## config.mk

```make
export PLATFORM = sky130hd
export DESIGN_NAME = fifomult_operand_feeder
export DESIGN_NICKNAME = d
export VERILOG_FILES = /design/src/rtl/fifomult_operand_feeder.sv
export SDC_FILE = /design/constraint.sdc
export NUM_CORES = 1
export LEC_CHECK = 0
export CORE_ASPECT_RATIO = 1.4
export CORE_UTILIZATION = 30
export CTS_CLUSTER_SIZE = 40
export DETAILED_ROUTE_END_ITERATION = 10
export HOLD_SLACK_MARGIN = 0.08
export PLACE_DENSITY = 0.6
export SLEW_MARGIN = 20
export SYNTH_ARGS = -nofsm -noshare
export SYNTH_HDL_FRONTEND = slang
export SYNTH_SLANG_ARGS = --single-unit
```

## constraint.sdc

```tcl
create_clock -name clk -period 4 [get_ports clk]
set_input_delay 0.8 -clock clk [delete_from_list [all_inputs] [get_ports clk]]
set_output_delay 0.8 -clock clk [all_outputs]
set_load 0.02 [all_outputs]
```

## src/rtl/fifomult_operand_feeder.sv

```systemverilog
// Operand feeder for the fifomult2024 multiplier: buffers (A,B) pairs and
// serialises each pair as two valid words (A then B) with even parity.
module fifomult_operand_feeder #(
  parameter int DATA_W     = 16,
  parameter int DEPTH      = 4,
  parameter int GAP_CYCLES = 1
) (
  input  logic                         clk,
  input  logic                         rst,
  input  logic                         s_valid,
  output logic                         s_ready,
  input  logic [DATA_W-1:0]            s_a,
  input  logic [DATA_W-1:0]            s_b,
  input  logic                         s_err_a,
  input  logic                         s_err_b,
  input  logic                         busy_in,
  output logic [DATA_W-1:0]            data_out,
  output logic                         data_out_parity,
  output logic                         data_out_valid,
  output logic [$clog2(DEPTH+1)-1:0]   level,
  output logic [15:0]                  pairs_sent
);

  localparam int LW = $clog2(DEPTH + 1);
  localparam int PW = $clog2(DEPTH);
  localparam int GW = (GAP_CYCLES > 2) ? $clog2(GAP_CYCLES - 1) : 1;

  typedef enum logic [1:0] {IDLE, SEND_A, SEND_B, GAP} state_t;

  logic [DATA_W-1:0] memA [DEPTH];
  logic [DATA_W-1:0] memB [DEPTH];
  logic              memErrA [DEPTH];
  logic              memErrB [DEPTH];

  state_t            state_q;
  logic [PW-1:0]     wrPtr_q, rdPtr_q;
  logic [LW-1:0]     level_q, level_d;
  logic [GW-1:0]     gapCnt_q;
  logic [15:0]       pairsSent_q;
  logic [DATA_W-1:0] dataOut_q;
  logic              parity_q;
  logic              valid_q;

  logic push, pop;
  logic [DATA_W-1:0] headA, headB;
  logic headErrA, headErrB;

  assign s_ready  = (level_q != LW'(DEPTH));
  assign push     = s_valid && s_ready;
  assign pop      = (state_q == SEND_B);
  assign headA    = memA[rdPtr_q];
  assign headB    = memB[rdPtr_q];
  assign headErrA = memErrA[rdPtr_q];
  assign headErrB = memErrB[rdPtr_q];

  always_comb begin
    level_d = level_q + LW'(push) - LW'(pop);
  end

  // Storage needs no reset: entries are only read once level says they are live.
  always_ff @(posedge clk) begin
    if (push) begin
      memA[wrPtr_q]    <= s_a;
      memB[wrPtr_q]    <= s_b;
      memErrA[wrPtr_q] <= s_err_a;
      memErrB[wrPtr_q] <= s_err_b;
    end
  end

  always_ff @(posedge clk or posedge rst) begin
    if (rst) begin
      wrPtr_q <= '0;
      rdPtr_q <= '0;
      level_q <= '0;
    end else begin
      level_q <= level_d;
      if (push) wrPtr_q <= wrPtr_q + PW'(1);
      if (pop)  rdPtr_q <= rdPtr_q + PW'(1);
    end
  end

  // The SEND_B exit edge is itself the first gap edge, so with GAP_CYCLES == 1
  // the FSM returns straight to IDLE and the next A can issue one edge later.
  always_ff @(posedge clk or posedge rst) begin
    if (rst) begin
      state_q     <= IDLE;
      gapCnt_q    <= '0;
      pairsSent_q <= '0;
      dataOut_q   <= '0;
      parity_q    <= 1'b0;
      valid_q     <= 1'b0;
    end else begin
      case (state_q)
        IDLE: begin
          if (level_q != '0 && !busy_in) begin
            dataOut_q <= headA;
            parity_q  <= (^headA) ^ headErrA;
            valid_q   <= 1'b1;
            state_q   <= SEND_A;
          end else begin
            valid_q <= 1'b0;
          end
        end
        SEND_A: begin
          dataOut_q <= headB;
          parity_q  <= (^headB) ^ headErrB;
          valid_q   <= 1'b1;
          state_q   <= SEND_B;
        end
        SEND_B: begin
          valid_q     <= 1'b0;
          pairsSent_q <= pairsSent_q + 16'd1;
          if (GAP_CYCLES <= 1) begin
            state_q <= IDLE;
          end else begin
            gapCnt_q <= GW'(GAP_CYCLES - 2);
            state_q  <= GAP;
          end
        end
        GAP: begin
          valid_q <= 1'b0;
          if (gapCnt_q == '0) state_q <= IDLE;
          else                gapCnt_q <= gapCnt_q - GW'(1);
        end
        default: begin
          valid_q <= 1'b0;
          state_q <= IDLE;
        end
      endcase
    end
  end

  assign data_out        = dataOut_q;
  assign data_out_parity = parity_q;
  assign data_out_valid  = valid_q;
  assign level           = level_q;
  assign pairs_sent      = pairsSent_q;

endmodule

```

==> run_results.csv, run 1 <==
group,metric,value,unit
critical_path,cp-startpoint,"rdPtr_q[0]",
synth,syn_avg_cell_area,18.1,µm²
global_routing,antenna_found_initial,0,
critical_path,timing.rr.start,"rdPtr_q[0]",
power,peakVddDrop,0.510,mV
global_routing,grt_overflow,0,
critical_path,crit_fanout,26,
synth,yosys.area.top_type_share,55.3,%
sta,period_share,75.4,%
sta,period_needed,3.01,ns
critical_path,worst-setup-path-type,"register to register",
drt,drt_wl_total,15.1,mm
drt,vias,3852,
power,powerDensity,841,nW/µm²
sta,rsz0062_at_grt,"no",
cts,htree_levels,4,
sta,finalSetupViolations,0,
cts,clk_path_buf_depth,2,
critical_path,slowest_stage,"dfrtp_2",
layout,nets,539,
drt,drt-initial-drc-count,157,
global_routing,grt_use_total,12.9,%
synth,synth_compound_area_share,3.27,%
sta,finalHoldViolations,0,
synth,yosysWarnings,0,
layout,fin_cells,816,
power,leakagePower,3.19,nW
drt,wl_per_cell,18.5,µm
synth,synth_seq_area_share,69.8,%
min_path,min_from,"pairs_sent[15]",
synth,yosys.area.top_type,"edfxtp_1",
global_routing,grt_first_pass_wirelength,23.8,mm
critical_path,path_buf_inv,1,
floorplan,die-area,25300,µm²
layout,stdcell_area,9050,µm²
sta,setup-tns-final,0,ns
synth,synthMuxAreaShare,11.5,%
floorplan,die_w,135,µm
synth,ys_seq_elements,179,
synth,synth_top_family_by_area,"multiplexers",
synth,syn_area,7390,µm²
sta,setup_ws,0.986,ns
placement,dp_hpwl,9.83,mm
placement,place_inst,784,
critical_path,crit_required,4.31,ns
cts,path_clk_slew,0.07,ns
floorplan,core-area,24100,µm²
cts,cts-root-buf,"clkbuf_16",
layout,syn2layout_area_growth,22.5,%
critical_path,max_stage_delay,0.90,ns
sta,slew-limit-headroom,46.3,%
synth,synth_xor_area_share,6.45,%
critical_path,cp-end-kind,"register",
layout,num_antenna_cells,0,
sta,skew,0.00751,ns
synth,synthSimpleGateAreaFrac,4.88,%
sta,drv_slew,0,
placement,pre_cts_slack,0.949,ns
synth,yosys-top-cells-area,"edfxtp_1 (55%), dfrtp_1 (15%), mux4_2 (6.1%)",
placement,portBuffers,75,
cts,insertion_delay,0.43,ns
status,status,"finished, final reports clean",
synth,syn_inst,409,
critical_path,start_kind,"register",
placement,postPlaceCellArea,8430,µm²
cts,cts_tree,"built",
layout,final_layout_size_suffix_gt1_share,13.6,%
layout,fillers,2191,
drt,firstDrtPassIters,4,
floorplan,die_h,188,µm
cts,cts_resized,0,
min_path,worstHoldPathType,"register to register",
sta,fmax,332,MHz
cts,cts_made_buffers,17,
placement,place_congestion,0.742,
global_routing,grt_pass1_vias,4186,
sta,max_slew.worst_pin.slew,0.804,ns
synth,yosys.area_share.adder,1.46,%
drt,viasPerCell,4.72,
cts,cts_setup_buffers,0,
floorplan,fp-row-count,67,
synth,synth_nets,455,
floorplan,initial_core_util,30.7,%
cts,hold_buffers,0,
job,maxCapViolations,0,
synth,synth_cell_types,40,
global_routing,grt_max_degree,44,
critical_path,cpLargestDelayFamily,"flip-flops",
cts,clock_sinks,179,
floorplan,io-pin-count,76,
critical_path,cp_common_cell,"xnor2_1",
critical_path,path_cells,"buf_4 > mux4_2 > xnor2_1 > xnor2_1 > xnor3_1 > mux2i_1 > o211ai_2",
critical_path,cp.arrival,3.32,ns
drt,ant_nets,0,
drt,drc,0,
[worst register-to-register path, delay by kind of cell, from the launching register on]
family | cells | cell delay, ns
DFF | 1 | 0.90
xor gates and xnor gates | 3 | 0.75
buffers and inverters | 1 | 0.39
muxes | 2 | 0.76
AOI/OAI and AO/OA | 1 | 0.10
[cell usage in the layout, fill, tap and decap left out, drive strengths merged, types with 3 or more instances in the layout]
cell	instances
xor2	11
nor2	25
or3	3
a211oi	15
nand4	4
clkbuf	17
nand3	3
inv	21
buf	7
o22ai	15
nor2b	15
dfrtp	43
clkinv	4
and3	4
edfxtp	136
xnor2	34
xnor3	3
ha	7
mux4	34
clkdlybuf4s50	75
nand2	13
[cells in the mapped netlist, drive strengths merged]
library cell,instances
or2,1
o21ai,2
or3,3
ha,7
edfxtp,136
nand3,3
nand2,13
xnor3,3
nor2b,15
mux2,1
and3b,1
dfrtp,43
xor2,11
inv,12
nor3,2
nand4,4
nor2,25
and3,4
xnor2,34
a21oi,1
o211ai,1
o22ai,15
mux4,34
a211oi,15
clkbuf,9
and2,2
a22oi,1
mux2i,2
buf,8
fa,1
[cell families (layout without fill, tap and decap cells)]
group                    after synthesis  in the layout
multiplexers                          37             37
flip-flops                           179            179
AO/OA/AOI/OAI                         35             35
AND/OR/NAND/NOR                       73             73
XOR/XNOR                              48             48
adder cells (fa/ha/maj)                8              8
buffers and inverters                 29            126
[power by group]
group / total, mW / internal [mW] / switching, mW
registers: 2.84 / 2.48 / 0.358
clock network: 1.72 / 0.954 / 0.764
logic: 3.05 / 1.58 / 1.47
total: 7.61 / 5.02 / 2.59
[sequential cells by signal, indices dropped and copies added (netlist names)]
name             count
data_out_valid       1
level                3
data_out            16
pairs_sent          16
state_q              2
wrPtr_q              2
rdPtr_q              2
memA                64
memErrA              4
memErrB              4
data_out_parity      1
memB                64
[area by class of cell]
class | count | area, µm² | area share (%)
inverter | 12 | 46.3 | 0.512
sequential | 179 | 5160 | 57.0
clock inverter | 15 | 188 | 2.07
multi-input combinational | 201 | 2040 | 22.5
clock buffer | 17 | 425 | 4.70
timing repair buffer | 82 | 803 | 8.88
tap | 310 | 388 | 4.29
[routing by layer]
layer  part of all wire (%)  vias up  GRT usage (%)
met5                      0        -              0
met4                    1.8        0           4.67
met3                    3.5       16           3.38
met2                     54      100           23.2
met1                     40     1989           14.4
li1                       -     1747              -
[path summary, 6_finish.rpt]
kind                                   end  slack (ns)  depth (start not counted)
hold reg to reg             pairs_sent[15]        0.49                          1
setup / recovery           data_out_parity        0.99                          7
hold / removal              pairs_sent[15]        0.49                          1
setup reg to reg           data_out_parity        0.99                          7
min in group asynchronous         level[2]        0.82                          2
max in group asynchronous       rdPtr_q[0]        2.66                          2
[through the flow]
stage	power (mW)	util [%]	hold slack (ns)
2_1_floorplan	5.11	-	0.533
4_1_cts	7.70	37.6	0.500
3_3_place_gp	5.91	35.1	0.460
3_5_place_dp	5.98	35.1	0.490
5_1_grt	8.01	37.6	0.530
6_report	7.61	37.6	0.485
Power figures use the tool's default switching activity.
==> run 2, diff against run 1 <==
--- a/config.mk
+++ b/config.mk
@@ -10,7 +10,7 @@
 export CTS_CLUSTER_SIZE = 40
 export DETAILED_ROUTE_END_ITERATION = 10
 export HOLD_SLACK_MARGIN = 0.08
-export PLACE_DENSITY = 0.6
+export PLACE_DENSITY = 0.61
 export SLEW_MARGIN = 20
 export SYNTH_ARGS = -nofsm -noshare
 export SYNTH_HDL_FRONTEND = slang
==> constraint.sdc (replaced) <==
create_clock -name clk -period 2.76 [get_ports clk]
set_input_delay 0.552 -clock clk [delete_from_list [all_inputs] [get_ports clk]]
set_output_delay 0.552 -clock clk [all_outputs]
set_load 0.02 [all_outputs]
==> run_results.csv, run 2 (synthesis gave the netlist of run 1 again) <==
group,metric,value,unit
status,status,"finished, final reports clean",
sta,skew,0.00886,ns
sta,finalHoldViolations,0,
critical_path,crit_fanout,14,
global_routing,grt_first_pass_wirelength,23.2,mm
global_routing,grt_use_total,12.4,%
power,powerDensity,1220,nW/µm²
floorplan,die_w,135,µm
critical_path,worst-setup-path-type,"register to register",
layout,nets,546,
sta,slew-limit-headroom,60.9,%
placement,place_congestion,0.759,
cts,cts_resized,0,
cts,cts_tree,"built",
critical_path,cp-end-kind,"register",
placement,portBuffers,75,
layout,final_cell_mix,"edfxtp_1 (136), clkdlybuf4s50_1 (75), dfrtp_1 (42)",
floorplan,fp-row-count,67,
drt,vias,3824,
drt,ant_nets,0,
drt,drt_wl_total,14.8,mm
placement,dp_hpwl,9.80,mm
sta,period_share,93.5,%
cts,hold_buffers,0,
sta,setup-tns-final,0,ns
critical_path,crit_required,3.06,ns
global_routing,grt_max_degree,44,
cts,cts_setup_buffers,0,
critical_path,regToRegEndpoint,"data_out_parity",
sta,finalSetupViolations,0,
sta,max_slew.worst_pin.slew,0.586,ns
floorplan,io-pin-count,76,
min_path,min_to,"pairs_sent[15]",
layout,top_regs,"memA: 64 flops, memB: 64 flops",
drt,firstDrtPassIters,4,
floorplan,core-area,24100,µm²
global_routing,grt_overflow,0,
global_routing,antenna_found_initial,0,
cts,clk_path_buf_depth,2,
cts,path_clk_slew,0.07,ns
sta,rsz0062_at_grt,"no",
cts,clock_sinks,179,
floorplan,initial_core_util,30.7,%
drt,wl_per_cell,18.0,µm
layout,syn2layout_area_growth,24.6,%
sta,drv_slew,0,
job,maxCapViolations,0,
floorplan,die-area,25300,µm²
critical_path,cp.arrival,2.88,ns
cts,insertion_delay,0.43,ns
layout,fillers,2198,
critical_path,r2r_slack,0.18,ns
power,peakVddDrop,0.546,mV
drt,viasPerCell,4.65,
power,power,11.3,mW
critical_path,start_kind,"register",
min_path,min_from,"pairs_sent[15]",
floorplan,die_h,188,µm
cts,cts_made_buffers,17,
sta,period_needed,2.58,ns
power,leakagePower,3.25,nW
layout,final_common_cell,"edfxtp_1",
sta,fmax,387,MHz
critical_path,reg2reg_depth,7,
critical_path,cp-startpoint,"rdPtr_q[0]",
drt,drc,0,
cts,cts-root-buf,"clkbuf_16",
layout,final_layout_size_suffix_gt1_share,14.4,%
drt,drt-initial-drc-count,228,
critical_path,timing.rr.start,"rdPtr_q[0]",
cts,htree_levels,4,
min_path,min_path_cells,1,
min_path,worstHoldPathType,"register to register",
layout,num_antenna_cells,0,
layout,finish.utilization,38.3,%
global_routing,grt_pass1_vias,4047,
==> run 2: area by class of cell <==
type,instances,area (µm²),area share (%)
well taps,310,388,4.21
clock inverters,15,218,2.37
multi-input cells,201,2040,22.1
repair buffers,89,931,10.1
inverters,12,45.0,0.489
clock buffers,17,425,4.62
flip-flops and latches,179,5160,56.1
==> run 2: how the worst max path moves through the flow <==
stage	endpoint	slack, ns	depth (start not counted)
after floorplan	level[2]	0.42	10
after global placement	level[2]	0.16	9
after detailed placement	level[2]	0.12	9
after CTS	data_out_parity	0.12	6
after global routing	data_out_parity	0.02	6
final	data_out_parity	0.18	7
==> run 2: power breakdown <==
part           internal (mW)  switching [mW]
Sequential              3.60           0.379
Clock                   1.55            1.06
Combinational           2.42            2.25
==> run 2: per-stage QoR <==
step | hold slack [ns] | cells | area, µm² | setup WS [ns]
6_report | 0.483 | 823 | 9200 | 0.178
5_1_grt | 0.499 | 823 | 9200 | 0.0206
2_1_floorplan | 0.533 | 409 | 7390 | 0.422
3_3_place_gp | 0.458 | 791 | 8560 | 0.161
4_1_cts | 0.486 | 823 | 9200 | 0.122
3_5_place_dp | 0.474 | 791 | 8560 | 0.120
==> run 2: critical path, stage by stage, from the launching register on <==
cell      delay, ns
dfrtp_2        0.54
buf_4          0.36
mux4_2         0.58
xor2_1         0.19
xnor2_1        0.24
xnor3_1        0.27
mux2i_1        0.18
o211ai_2       0.09
==> run 2: layer usage <==
| layer | global-route usage [%] | wire [µm] |
|---|---|---|
| met5 | 0 | 0 |
| met4 | 3.63 | 164 |
| met3 | 3.05 | 582 |
| met2 | 22.6 | 8070 |
| met1 | 14.2 | 5990 |
